--- src/rtl/div_pkg.sv ---
// -----------------------------------------------------------------------------
// div_pkg
// Shared definitions for the two-requester unsigned divider:
//   state_t  - control FSM encoding (IDLE accepts, CALC iterates, DONE holds)
//   NUM_REQ  - number of requesters sharing the divider
// -----------------------------------------------------------------------------
package div_pkg;

    typedef enum logic [1:0] {
        IDLE = 2'd0,
        CALC = 2'd1,
        DONE = 2'd2
    } state_t;

    localparam int NUM_REQ = 2;

endpackage

--- src/rtl/unsigned_div_arbiter_if.sv ---
// -----------------------------------------------------------------------------
// unsigned_div_arbiter_if
// Bundles the two request channels and the response channel of the shared
// divider.
//   reqN_valid/reqN_a/reqN_b  requester N operands, reqN_ready = accepted
//   rsp_valid/rsp_id/rsp_q/rsp_r/rsp_err  result, rsp_ready = consumed
// Modports:
//   slave  - the divider (consumes requests, produces responses)
//   master - the requesters/consumer side
// -----------------------------------------------------------------------------
interface unsigned_div_arbiter_if #(
    parameter int Width = 4
);
    logic             req0_valid;
    logic [Width-1:0] req0_a;
    logic [Width-1:0] req0_b;
    logic             req0_ready;

    logic             req1_valid;
    logic [Width-1:0] req1_a;
    logic [Width-1:0] req1_b;
    logic             req1_ready;

    logic             rsp_valid;
    logic             rsp_id;
    logic [Width-1:0] rsp_q;
    logic [Width-1:0] rsp_r;
    logic             rsp_err;
    logic             rsp_ready;

    modport slave (
        input  req0_valid, req0_a, req0_b,
        input  req1_valid, req1_a, req1_b,
        input  rsp_ready,
        output req0_ready, req1_ready,
        output rsp_valid, rsp_id, rsp_q, rsp_r, rsp_err
    );

    modport master (
        output req0_valid, req0_a, req0_b,
        output req1_valid, req1_a, req1_b,
        output rsp_ready,
        input  req0_ready, req1_ready,
        input  rsp_valid, rsp_id, rsp_q, rsp_r, rsp_err
    );

endinterface

--- src/rtl/div_seq_core.sv ---
// -----------------------------------------------------------------------------
// div_seq_core
// Restoring shift/subtract divider, one quotient bit per cycle, MSB first.
// The first bit is resolved on the start edge directly from the a/b inputs,
// so a full result takes Width edges and done pulses for one cycle in the
// cycle after the last step, with q/r already valid.
// Ports:
//   clk, rst_n  clock, async active-low reset
//   start       begin a division with a/b (b must be non-zero)
//   a, b        dividend, divisor
//   busy        iterations still outstanding
//   done        one-cycle pulse, q/r hold the final result
//   q, r        quotient, remainder
// -----------------------------------------------------------------------------
module div_seq_core #(
    parameter int Width = 4
) (
    input  logic             clk,
    input  logic             rst_n,
    input  logic             start,
    input  logic [Width-1:0] a,
    input  logic [Width-1:0] b,
    output logic             busy,
    output logic             done,
    output logic [Width-1:0] q,
    output logic [Width-1:0] r
);
    localparam int CntW = $clog2(Width) + 1;

    // acc_q starts as the dividend; each step shifts its MSB into the
    // partial remainder and the new quotient bit into its LSB.
    logic [Width-1:0] rem_q, acc_q, div_q;
    logic [CntW-1:0]  cnt_q;
    logic             busy_q, done_q;

    logic [Width-1:0] src_rem, src_acc, src_div;
    logic [Width:0]   partial;
    logic [Width-1:0] rem_next, acc_next;
    logic             q_bit;

    always_comb begin
        // NOTE: every variable gets a default before any branch so no
        // latches are inferred.
        src_rem  = start ? '0 : rem_q;
        src_acc  = start ? a  : acc_q;
        src_div  = start ? b  : div_q;
        partial  = {src_rem, src_acc[Width-1]};
        q_bit    = 1'b0;
        rem_next = partial[Width-1:0];
        if (partial >= {1'b0, src_div}) begin
            q_bit    = 1'b1;
            rem_next = Width'(partial - {1'b0, src_div});
        end
        acc_next = {src_acc[Width-2:0], q_bit};
    end

    always_ff @(posedge clk or negedge rst_n) begin
        if (!rst_n) begin
            // NOTE: sequential state is written only with non-blocking
            // assignments so all registers update from pre-edge values.
            rem_q  <= '0;
            acc_q  <= '0;
            div_q  <= '0;
            cnt_q  <= '0;
            busy_q <= 1'b0;
            done_q <= 1'b0;
        end else begin
            done_q <= 1'b0;
            if (start) begin
                div_q  <= b;
                rem_q  <= rem_next;
                acc_q  <= acc_next;
                cnt_q  <= CntW'(Width - 1);
                busy_q <= 1'b1;
            end else if (busy_q) begin
                rem_q <= rem_next;
                acc_q <= acc_next;
                cnt_q <= cnt_q - 1'b1;
                if (cnt_q == CntW'(1)) begin
                    busy_q <= 1'b0;
                    done_q <= 1'b1;
                end
            end
        end
    end

    assign busy = busy_q;
    assign done = done_q;
    assign q    = acc_q;
    assign r    = rem_q;

endmodule

--- src/rtl/unsigned_div_arbiter.sv ---
// -----------------------------------------------------------------------------
// unsigned_div_arbiter
// Shares one sequential divider between two requesters. Round-robin grant on
// ties (requester 0 wins the first), divide-by-zero answered in one cycle
// with rsp_err, otherwise the result appears Width+1 cycles after acceptance
// and is held until the consumer takes it.
// Ports:
//   clk, rst_n  clock, async active-low reset
//   bus         unsigned_div_arbiter_if.slave (requests in, response out)
// -----------------------------------------------------------------------------
module unsigned_div_arbiter
    import div_pkg::*;
#(
    parameter int Width = 4
) (
    input  logic                   clk,
    input  logic                   rst_n,
    unsigned_div_arbiter_if.slave  bus
);
    localparam int IdW = $clog2(NUM_REQ);

    state_t           state_q, state_d;
    logic [IdW-1:0]   last_grant_q;
    logic [IdW-1:0]   grant;
    logic             accept;
    logic             ready0, ready1;
    logic             core_start;
    logic [Width-1:0] sel_a, sel_b;

    logic             core_busy, core_done;
    logic [Width-1:0] core_q, core_r;

    logic [IdW-1:0]   rsp_id_q;
    logic [Width-1:0] rsp_q_q, rsp_r_q;
    logic             rsp_err_q;

    // Arbitration. The ready path depends only on registered state and the
    // request valids, never on rsp_ready; the DONE->IDLE edge provides the
    // bubble. Readies are held low while rst_n is asserted.
    always_comb begin
        grant = '0;
        if (bus.req0_valid && bus.req1_valid) begin
            grant = ~last_grant_q;
        end else if (bus.req1_valid) begin
            grant = IdW'(1);
        end
        accept = rst_n && (state_q == IDLE) && !core_busy &&
                 (bus.req0_valid || bus.req1_valid);
        sel_a  = (grant == '0) ? bus.req0_a : bus.req1_a;
        sel_b  = (grant == '0) ? bus.req0_b : bus.req1_b;
    end

    always_ff @(posedge clk or negedge rst_n) begin
        if (!rst_n) state_q <= IDLE;
        else        state_q <= state_d;
    end

    always_comb begin
        state_d    = state_q;
        ready0     = 1'b0;
        ready1     = 1'b0;
        core_start = 1'b0;
        case (state_q)
            IDLE: begin
                if (accept) begin
                    ready0 = (grant == '0);
                    ready1 = (grant != '0);
                    if (sel_b == '0) begin
                        state_d = DONE;
                    end else begin
                        state_d    = CALC;
                        core_start = 1'b1;
                    end
                end
            end
            CALC: begin
                if (core_done) state_d = DONE;
            end
            DONE: begin
                if (bus.rsp_ready) state_d = IDLE;
            end
            default: state_d = IDLE;
        endcase
    end

    // Response registers: id at acceptance, data either immediately (b == 0)
    // or when the core finishes. Nothing changes while in DONE.
    always_ff @(posedge clk or negedge rst_n) begin
        if (!rst_n) begin
            last_grant_q <= IdW'(1);
            rsp_id_q     <= '0;
            rsp_q_q      <= '0;
            rsp_r_q      <= '0;
            rsp_err_q    <= 1'b0;
        end else if (accept) begin
            last_grant_q <= grant;
            rsp_id_q     <= grant;
            if (sel_b == '0) begin
                rsp_q_q   <= '0;
                rsp_r_q   <= '0;
                rsp_err_q <= 1'b1;
            end
        end else if ((state_q == CALC) && core_done) begin
            rsp_q_q   <= core_q;
            rsp_r_q   <= core_r;
            rsp_err_q <= 1'b0;
        end
    end

    div_seq_core #(.Width(Width)) u_core (
        .clk   (clk),
        .rst_n (rst_n),
        .start (core_start),
        .a     (sel_a),
        .b     (sel_b),
        .busy  (core_busy),
        .done  (core_done),
        .q     (core_q),
        .r     (core_r)
    );

    assign bus.req0_ready = ready0;
    assign bus.req1_ready = ready1;
    assign bus.rsp_valid  = (state_q == DONE);
    assign bus.rsp_id     = rsp_id_q;
    assign bus.rsp_q      = rsp_q_q;
    assign bus.rsp_r      = rsp_r_q;
    assign bus.rsp_err    = rsp_err_q;

endmodule

--- src/flat_wrapper.sv ---
// flat-port wrapper written by rule: the top's interface ports become plain ports
module unsigned_div_arbiter_flat import div_pkg::*;
#(
    parameter int Width = 4
)
  (clk, rst_n, bus_req0_valid, bus_req0_a, bus_req0_b, bus_req1_valid, bus_req1_a, bus_req1_b, bus_rsp_ready, bus_req0_ready, bus_req1_ready, bus_rsp_valid, bus_rsp_id, bus_rsp_q, bus_rsp_r, bus_rsp_err);
  unsigned_div_arbiter_if #(.Width(Width)) bus_i ();
  input  logic clk;
  input  logic rst_n;
  input wire logic [$bits(bus_i.req0_valid)-1:0] bus_req0_valid;
  input wire logic [$bits(bus_i.req0_a)-1:0] bus_req0_a;
  input wire logic [$bits(bus_i.req0_b)-1:0] bus_req0_b;
  input wire logic [$bits(bus_i.req1_valid)-1:0] bus_req1_valid;
  input wire logic [$bits(bus_i.req1_a)-1:0] bus_req1_a;
  input wire logic [$bits(bus_i.req1_b)-1:0] bus_req1_b;
  input wire logic [$bits(bus_i.rsp_ready)-1:0] bus_rsp_ready;
  output wire logic [$bits(bus_i.req0_ready)-1:0] bus_req0_ready;
  output wire logic [$bits(bus_i.req1_ready)-1:0] bus_req1_ready;
  output wire logic [$bits(bus_i.rsp_valid)-1:0] bus_rsp_valid;
  output wire logic [$bits(bus_i.rsp_id)-1:0] bus_rsp_id;
  output wire logic [$bits(bus_i.rsp_q)-1:0] bus_rsp_q;
  output wire logic [$bits(bus_i.rsp_r)-1:0] bus_rsp_r;
  output wire logic [$bits(bus_i.rsp_err)-1:0] bus_rsp_err;
  assign bus_i.req0_valid = bus_req0_valid;
  assign bus_i.req0_a = bus_req0_a;
  assign bus_i.req0_b = bus_req0_b;
  assign bus_i.req1_valid = bus_req1_valid;
  assign bus_i.req1_a = bus_req1_a;
  assign bus_i.req1_b = bus_req1_b;
  assign bus_i.rsp_ready = bus_rsp_ready;
  assign bus_req0_ready = bus_i.req0_ready;
  assign bus_req1_ready = bus_i.req1_ready;
  assign bus_rsp_valid = bus_i.rsp_valid;
  assign bus_rsp_id = bus_i.rsp_id;
  assign bus_rsp_q = bus_i.rsp_q;
  assign bus_rsp_r = bus_i.rsp_r;
  assign bus_rsp_err = bus_i.rsp_err;
  unsigned_div_arbiter #(.Width(Width)) u_core (.clk(clk), .rst_n(rst_n), .bus(bus_i));
endmodule
--- config.mk ---
export PLATFORM = sky130hd
export DESIGN_NAME = unsigned_div_arbiter_flat
export DESIGN_NICKNAME = d
export VERILOG_FILES = /design/src/rtl/div_pkg.sv /design/src/rtl/unsigned_div_arbiter_if.sv /design/src/rtl/div_seq_core.sv /design/src/rtl/unsigned_div_arbiter.sv /design/src/flat_wrapper.sv
export SDC_FILE = /design/constraint.sdc
export NUM_CORES = 1
export LEC_CHECK = 0
export CELL_PAD_IN_SITES_DETAIL_PLACEMENT = 0
export CELL_PAD_IN_SITES_GLOBAL_PLACEMENT = 2
export CORE_MARGIN = 10
export CORE_UTILIZATION = 28
export DETAILED_ROUTE_END_ITERATION = 8
export PLACE_DENSITY = 0.75
export SETUP_SLACK_MARGIN = 0.3
export SLEW_MARGIN = 40
export SYNTH_ARGS = -nofsm -noshare
export SYNTH_HDL_FRONTEND = slang
export SYNTH_SLANG_ARGS = --single-unit
--- constraint.sdc ---
create_clock -name clk -period 3.2 [get_ports clk]
set_clock_uncertainty 0.15 [all_clocks]
set_input_delay 0.64 -clock clk [delete_from_list [all_inputs] [get_ports clk]]
set_output_delay 0.64 -clock clk [all_outputs]
set_load 0.01 [all_outputs]
==> key figures, run 1 <==
Worst setup path
  – R2R Path End: u_core.u_core.div_q[0]
  – Startpoint types: input pin
  – CP endpoint kind: flip-flop
  – R2r setup slk: between 0.1 and 0.15 ns
  – CP startpoint: bus_req0_b[3]
  – Critical path arrival: 3.17 ns
  – Crit path capture: u_core.u_core.r[2]
  – Critical path data required time: between 3 and 4 ns
  – CP Class: input pin to flip-flop
  – Reg2Reg Depth: 19
  – Reg-to-Reg Start: u_core.state_q[0]
  – Crit path max fanout: 7

Placed design
  – Dpl cells: 308
  – # port buffers: 33
  – Dpl hpwl: about 3600 um
  – Area after DPL: 0.00238 mm2
  – Placer Congestion: ~0.8
  – Post-place setup slack: -0.664 ns

Power and ir drop
  – NetSw: 1.18 mW
  – Peak supply drop: 0.372 mV
  – Total power draw: 3.21 mW
  – Clock power share: 12.2%
  – P_int: roughly 2 mW
  – Comb pwr share: 65.6%
  – Switching portion of total power: 36.9%
  – Seq pwr share: approximately 22%
  – Power Density: roughly 1100 mW/mm2
  – Leakage: 1.28 nW

Timing
  – Worst-Margin Slew: 0.469 ns
  – Slew headroom: between 60% and 70%
  – Final period demand of the worst path: 3.16 ns
  – Setup ws final: 0.0395 ns
  – RSZ-0062 raised after global routing: yes
  – Slew Limit Fails: 0
  – Final TNS setup: 0 ns
  – Hold slack: 0.311 ns
  – Final setup viols: 0
  – Final Hold Vio Count: 0
  – Max Fclk: 0.316 GHz
  – Period Utilization, post-route: 98.8%

Clock tree
  – CTS clock-pin slew for the worst setup and hold paths: around 0.060 ns
  – Clock root buffer: clkbuf_8
  – Num CTS Buffers: 5
  – Hold-fix buffers at CTS: 0
  – CTS tree: built
  – Clock Sinks: 30
  – Clock Tree Buf Depth: 2
  – Max H-tree Level: 2
  – Later-pin clock latency in the skew report: 0.28 ns

Routing
  – Number of remaining DRC errors: 0
  – Routed Antenna Nets: 0
  – 1st-pass router iterations: 4
  – DR vias: 1,602
  – Vias/cell: 4.70
  – Violation count after the first detailed-routing iteration: 49
  – Avg WL per Cell: ~15 um
  – WL final: 5220 um

Layout
  – Syn-to-layout area delta: 64.5%
  – Layout cell share with drive strength beyond 1: 40.2%
  – Commonest non-fill, non-tap cells in the layout: 51 x buf_4, 28 x dfrtp_1, 26 x nand2_1, 20 x clkdlybuf4s50_1, 14 x o21ai_0
  – Ant diodes: 0
  – Final nets: just under 300
  – FF+latch area: ~750 um2
  – # fillers: between 500 and 600
  – Fin util: a little under half
  – Post-route cell area: 0.00282 mm2
  – Area of the multi-input gates: 0.00107 mm2
  – Final std cells w/o fill: about 340
  – Leading cell type in the layout, fill and taps excluded: buf_4

Worst hold path
  – Worst Hold Class: flip-flop to flip-flop

Synth
  – Area contributors post-synth: dfrtp_1 42%, nand2_1 6.4%, o21ai_0 5.0%
  – Sequential area share after synthesis: 43.9%
  – Synth Cell Area: 0.00171 mm2
  – Mean Syn Cell Area: 9.68 um2
  – Mapped Nets: 205
  – Warnings from Yosys: 0
  – Yosys cell types: 46
  – Leading area contributor after synthesis: dfrtp_1
  – Syn Inst Count: 177
  – Yosys top cell area share: between 40 and 50%
  – Synth Flop Type: dfrtp_1
  – Post-synth EDFFs: 0
  – Ys async rst share: 100%
  – FF+latch count, synth: 30

Die
  – Vert. Die Dim: ~98 um
  – IO Count: 34
  – Starting Density: 29.0%
  – Core Area: approximately 0.0059 mm2
  – Full die area: 0.00965 mm2
  – Placement Rows: 28
  – Die Width: ~98 um

GRT
  – Vias in the first global route: 1,681
  – First-pass GRT wire length: 8510 um
  – GRT overflow: 0
  – Largest net degree at the start of global routing: 31
  – Total track usage: 10.6%
  – Antenna violations before repair: 0

Status
  – Status: complete, no violations

Run
  – Max-cap violations: 0
-- power by group through the flow --
stage | clock, mW | sequential [mW] | combinational [mW]
after global placement | 0 | 0.701 | 1.61
after detailed placement | 0 | 0.702 | 1.62
after floorplan | 0 | 0.696 | 1.00
after CTS | 0.401 | 0.706 | 1.87
after global routing | 0.421 | 0.737 | 2.32
final | 0.391 | 0.712 | 2.11
-- routing by layer --
metal | vias up | GRT usage (%) | wire length [um]
met5 | - | 0 | 0
met4 | 0 | 3.64 | 72
met3 | 6 | 2.54 | 123
met2 | 26 | 17.6 | 2540
met1 | 767 | 13.1 | 2480
li1 | 803 | - | -
-- area by class of cell --
cell class                      count  area share, %
Inverter                            9           1.20
Sequential cell                    30           26.7
Tap cell                           75           3.33
Multi-Input combinational cell    131           38.1
Clock inverter                      1           1.06
Clock buffer                        6           2.93
Timing Repair Buffer               89           26.7
-- state kept, by name, indices dropped and copies added, names as in the netlist --
signal	count
u_core.bus.rsp_err	1
u_core.bus.rsp_id	1
u_core.bus.rsp_q	4
u_core.bus.rsp_r	4
u_core.last_grant_q	1
u_core.state_q	2
u_core.u_core.busy	1
u_core.u_core.cnt_q	3
u_core.u_core.div_q	4
u_core.u_core.done	1
u_core.u_core.q	4
u_core.u_core.r	4
-- cells in the mapped netlist, types with 2 or more instances --
library cell and count:
o22ai_1 2, buf_2 3, clkbuf_1 3, or4_4 2, nand2b_1 2, ha_1 6, o21ai_1 3, a21oi_1 7
a21o_1 3, and2_1 3, o221ai_1 2, nand2_1 29, or2_2 2, o22a_1 2, nor2_1 9, xor2_1 2
nor2b_1 2, o21a_1 6, dfrtp_1 29, inv_1 9, mux2i_1 8, o221ai_2 2, o21ai_0 17, or3_1 2
-- cell families after synthesis --
group           Yosys count  share of synthesized area, %
fa+ha+maj                 7                          5.55
buf+inv                  16                          4.16
xor+xnor                  3                          1.53
compound gates           53                          21.6
simple gates             58                          16.9
mux                      10                          6.35
flops                    30                          43.9
-- worst max-delay path: stages --
cell,delay (ns)
buf_6,0.09
or4_4,0.52
mux2_4,0.32
nand2_8,0.10
buf_4,0.12
o21a_1,0.18
ha_4,0.22
or3_4,0.39
o21ai_4,0.10
o21a_1,0.19
mux2i_1,0.22
a221oi_2,0.07
-- how the worst min path moves through the flow --
stage / slack (ns) / endpoint / cells after the start / from
after CTS: 0.32 / u_core.state_q[0] / 1 / u_core.u_core.done
after global placement: 0.31 / u_core.state_q[0] / 1 / u_core.u_core.done
final: 0.31 / u_core.state_q[0] / 1 / u_core.u_core.done
after floorplan: 0.19 / u_core.bus.rsp_err / 0 / rst_n
after global routing: 0.36 / u_core.u_core.done / 1 / u_core.u_core.cnt_q[2]
after detailed placement: 0.31 / u_core.state_q[0] / 1 / u_core.u_core.done
-- timing repair --
action	in CTS	in global routing
resized for setup	48	23
setup buffers	20	6
endpoints found under the setup margin	7	6
pin swaps	10	10
Power figures use the tool's default switching activity.
==> run 2: changes to the inputs <==
Settings changed: SLEW_MARGIN 40 to unset.
==> results of run 2 <==
No change in the layout: final DEF, timing and power equal those of run 1.
==> run 3: changes to the inputs <==
Settings changed: CORE_UTILIZATION 28 to 34, GPL_TIMING_DRIVEN set to 0, PLACE_DENSITY 0.75 to 0.85.
Clock period 3.2 ns to 4 ns, I/O delays scaled along.
==> key figures, run 3 (synthesized netlist as in run 1, its figures left out) <==
Clock tree
  – Max H-tree Level: 2
  – CTS clock-pin slew for the worst setup and hold paths: 0.06 ns
  – Clock root buffer: clkbuf_8
  – Hold-fix buffers at CTS: 0
  – Clock Sinks: 30
  – Num CTS Buffers: 5
  – Later-pin clock latency in the skew report: 0.28 ns
  – CTS tree: built
  – Clock Tree Buf Depth: 2

GRT
  – First-pass GRT wire length: 7970 um
  – Largest net degree at the start of global routing: 32
  – GRT overflow: 0
  – Total track usage: around an eighth
  – Antenna violations before repair: 0
  – Vias in the first global route: 1,586

Layout
  – Layout cell share with drive strength beyond 1: 22.7%
  – Final nets: 256
  – # fillers: a little under 500
  – Syn-to-layout area delta: 42.0%
  – Commonest non-fill, non-tap cells in the layout: 29 x nand2_1, 29 x dfrtp_1, 24 x clkdlybuf4s50_1, 15 x o21ai_0, 12 x buf_4
  – Final std cells w/o fill: approximately 300
  – Ant diodes: 0
  – Fin util: 50.5%

Timing
  – Final setup viols: 0
  – Final period demand of the worst path: ~3.6 ns
  – Period Utilization, post-route: 89.9%
  – Slew headroom: between 60% and 70%
  – RSZ-0062 raised after global routing: no
  – Hold slack: ~0.24 ns
  – Slew Limit Fails: 0
  – Setup ws final: a little over 0.4 ns
  – Worst-Margin Slew: 0.449 ns
  – Max Fclk: 0.278 GHz
  – Final Hold Vio Count: 0

Power and ir drop
  – Clock power share: 12.0%
  – P_int: about 1.3 mW
  – Seq pwr share: 26.2%
  – Leakage: ~1.1 nW
  – Power Density: just under 900 mW/mm2
  – Peak supply drop: 0.551 mV
  – NetSw: 0.853 mW
  – Switching portion of total power: 40.4%
  – Comb pwr share: around three fifths

Die
  – Die Width: 91.0 um
  – Starting Density: a little over a third
  – Core Area: 0.00482 mm2
  – Full die area: roughly 0.0083 mm2
  – IO Count: 34
  – Vert. Die Dim: 91.0 um
  – Placement Rows: 25

Routing
  – Violation count after the first detailed-routing iteration: 54
  – 1st-pass router iterations: 4
  – DR vias: 1,482
  – Routed Antenna Nets: 0
  – WL final: around 4700 um
  – Avg WL per Cell: 15.8 um
  – Vias/cell: 5.01
  – Number of remaining DRC errors: 0

Worst setup path
  – Reg2Reg Depth: 12
  – Crit path max fanout: 5
  – Startpoint types: input pin
  – CP endpoint kind: flip-flop
  – Critical path arrival: 3.60 ns
  – Slowest CP cell: clkdlybuf4s50_1
  – Critical path data required time: roughly 4 ns
  – Slowest stage delay, CP: 0.52 ns
  – CP Class: input pin to flip-flop
  – R2r setup slk: ~0.67 ns
  – R2R Path End: u_core.u_core.r[2]
  – CP cell instances: clkdlybuf4s50_1 > a21boi_4 > mux2_4 > nand2_4 > buf_6 > nand2_1 > o21ai_2 > ha_4 > nand2b_4 > a2111oi_4 > o21a_1 > mux2i_1 > a221oi_2
  – Reg-to-Reg Start: u_core.u_core.busy

Placed design
  – Dpl cells: 277
  – Post-place setup slack: -1.42 ns
  – Placer Congestion: 0.843
  – Dpl hpwl: 3490 um
  – # port buffers: 33

Worst hold path
  – Worst Hold Class: input pin to async pin

Status
  – Status: complete, no violations

Run
  – Max-cap violations: 0
==> run 3: cell type report <==
type	count	area (um2)	share of cell area, %
multi-input cells	131	997	41.0
clock buffers	7	86.3	3.55
inverters	9	33.8	1.39
clock inverters	1	5.00	0.206
flip-flops and latches	30	752	30.9
plain buffers	7	46.3	1.90
well taps	67	83.8	3.44
repair buffers	44	430	17.7
==> run 3: stage by stage <==
stage | instance area, um2 | setup TNS (ns) | total power [mW]
6_report | 2430 | 0 | 2.11
5_1_grt | 2430 | 0 | 2.29
3_5_place_dp | 2130 | -8.13 | 1.59
4_1_cts | 2380 | 0 | 2.07
2_1_floorplan | 1710 | 0 | 1.26
3_3_place_gp | 2130 | -7.60 | 1.55
==> run 3: worst max path at each step <==
stage	startpoint	cells after the start	endpoint
5_1_grt	rst_n	13	u_core.u_core.r[0]
4_1_cts	bus_req0_b[1]	13	u_core.u_core.r[3]
3_3_place_gp	rst_n	12	u_core.u_core.r[2]
3_5_place_dp	rst_n	12	u_core.u_core.r[3]
6_report	bus_req1_valid	13	u_core.u_core.r[2]
2_1_floorplan	bus_req0_b[2]	12	u_core.u_core.r[2]
==> run 3: per-layer routing <==
metal  GRT usage, %  up-vias  wire length (um)  share of wire (%)
li1               -      726                 -                  -
met1           13.5      722              2030                 43
met2           20.0       27              2390                 51
met3           3.29        7               171                3.7
met4           4.96        0                78                1.7
met5              0        -                 0                  0
==> run 3: timing repair <==
action                                  4_1_cts  5_1_grt
pin swaps                                     9        6
buffers inserted                             10        1
gates resized for setup                      24       15
endpoints found under the setup margin        7        6
==> run 3: worst max-delay path: cells and delay by family <==
kind | cells | cell delay (ns)
compound gates | 5 | 1.05
fa+ha+maj | 1 | 0.24
buf+inv | 2 | 0.63
mux | 2 | 0.60
simple gates | 3 | 0.27
==> run 3: power by group through the flow <==
| stage | Clock [mW] | Combinational [mW] | Sequential, mW |
|---|---|---|---|
| 3_5_place_dp | 0 | 1.03 | 0.556 |
| 5_1_grt | 0.271 | 1.44 | 0.576 |
| 3_3_place_gp | 0 | 1.00 | 0.549 |
| 2_1_floorplan | 0 | 0.700 | 0.556 |
| 6_report | 0.253 | 1.31 | 0.553 |
| 4_1_cts | 0.259 | 1.26 | 0.552 |
==> edit: new RTL, settings of run 2 <==
Re-encode `state_t` (3 states) as one-hot, 3 bits wide.
--- a/src/rtl/div_pkg.sv
+++ b/src/rtl/div_pkg.sv
@@ -8,6 +8,6 @@
 
-    typedef enum logic [1:0] {
-        IDLE = 2'd0,
-        CALC = 2'd1,
-        DONE = 2'd2
+    typedef enum logic [2:0] {
+        IDLE = 3'b001,
+        CALC = 3'b010,
+        DONE = 3'b100
     } state_t;
Behaviour: no difference found for any inputs over 10 cycles, from zero or initial values and one cycle with rst_n low; not proved beyond that.
==> edit against run 2 <==
  * Cell area decreased by 2.5%
  * Register-to-register slack improved by 100 ps
  * Critical path depth decreased by 3
  * Total power decreased by 13%
  * Hold slack got worse by 37 ps
  * Routed wire length increased by 0.69%
  * First-iteration DRC count increased by 29%
  * Die area decreased by 1.1%
  * Largest cell class unchanged
  * Non-clock buffer count decreased by 9
  * Worst setup slack improved by 180 ps
  * Largest power group unchanged
  * Sequential cell count increased by 1
  * Synthesized area decreased by 1.4%
==> edit: results (changes against run 2) <==
post-synthesis sequential area ratio=46.04% (+2.2 points); critical path arrival=2990 ps (-180 ps); post-CTS resize count=51 (+6.3%); crit path max-delay cell type=dfstp_2; DR WL/cell=16.41 um (+7.3%); NumNets Final=272 (-7.5%); Worst-path clk slew=60 ps (about the same); CTS buffer count=5 (unchanged); post-synthesis mux area share=7.476% (+1.1 points); met2 capacity usage during global routing=17.83% (+0.22 points); gpl congestion=0.7865 (-2.6%); dpl ws=-497.2 ps (+167.2 ps); DR vias/cell=4.969 (+5.8%); Synth Area in Compound Gates=20.87% (-0.73 points); maximum VDD drop=0.3965 mV (+6.5%); largest cells by area after synthesis=dfrtp_1 (43%), mux2i_1 (5.3%), ha_1 (4.4%); port buffer count=33 (unchanged); switching share of power=37.58% (+0.69 points); Static Leak=0.001277 uW (-0.22%); Filler Cells Inserted=558 (+0.90%); hold_ws=274.5 ps (-36.95 ps); Hold WC Path Type=in -> async; R2R depth=9 (-10); Post-Synth Adder-Cell Area=5.625% (+0.078 points); Post-Synth XOR/XNOR Area=1.554% (+0.022 points); Syn Inst Count=162 (-8.5%); detailed router's first-iteration violation count=63 (+29%); status=completed; met3 WL=305 um (+150%); first-pass GRT wire length=8797 um (+3.4%); Root Buffer Master=clkbuf_8; Worst path top cell family by delay=simple AND/OR/NAND/NOR gates; GR Layer Usage met3=3.556% (+1.0 points); library cells used by synthesis=47 (+2.2%); worst reg2reg setup slack=210 ps (+100 ps); largest net degree at the start of global routing=32 (+3.2%); r2r endpoint=u_core.u_core.r[3]; Comb power=1780 uW (-16%); via count=1590 (-0.75%); dpl hpwl=3663 um (+1.7%); WL met1=2353 um (-4.9%); Cells after DPL=291 (-5.5%); slowest cell delay on critical path=550 ps (+30 ps); crit path kind=reg -> reg; layout cells sized above 1=40.00% (-0.23 points); grt met1 use=13.39% (+0.32 points); CP Max Fanout=6 (-1); slew margin rel.=73.25% (+4.6 points); combinational power share=63.4% (-2.2 points); Async SR Flop Fraction=100.0% (unchanged); worst r2r src=u_core.state_q[0]; initial antenna violation count=0 (unchanged); Post-CTS Setup Repair Bufs=12 (-40%); vias in the first global route=1761 (+4.8%); most frequent cells after synthesis=dfrtp_1 (29), nand2_1 (20), mux2i_1 (9), nor2_1 (9); Tot GR Track Use=11.16% (+0.55 points); Met2 Wirelength=2483 um (-2.4%); Power Clock=343 uW (-12%); Mapped Nets=190 (-7.3%)
==> edit: logic make-up (layout without fill, tap and decap cells) <==
| group | count (synthesis) | in the layout |
|---|---|---|
| and+or+nand+nor | 48 | 48 |
| buffers and inverters | 13 | 96 |
| DFF | 31 | 31 |
| adders and majority gates | 7 | 7 |
| xor gates and xnor gates | 3 | 3 |
| muxes | 12 | 12 |
| AOI/OAI and AO/OA | 48 | 48 |
==> edit: cell type report <==
cell class | count | area [um2] | share of cell area (%)
clock buffers | 8 | 100.1 | 3.641
well taps | 75 | 93.84 | 3.414
repair buffers | 80 | 689.4 | 25.08
multi-input cells | 118 | 1057 | 38.46
inverters | 8 | 30.03 | 1.092
flip-flops and latches | 31 | 778.2 | 28.31
==> edit: metrics by stage <==
stage / cell area (um2) / utilization (%)
3_5_place_dp: 2341 / 39.77
6_report: 2749 / 46.70
2_1_floorplan: 1767 / -
4_1_cts: 2651 / 45.05
5_1_grt: 2749 / 46.70
3_3_place_gp: 2341 / 39.77
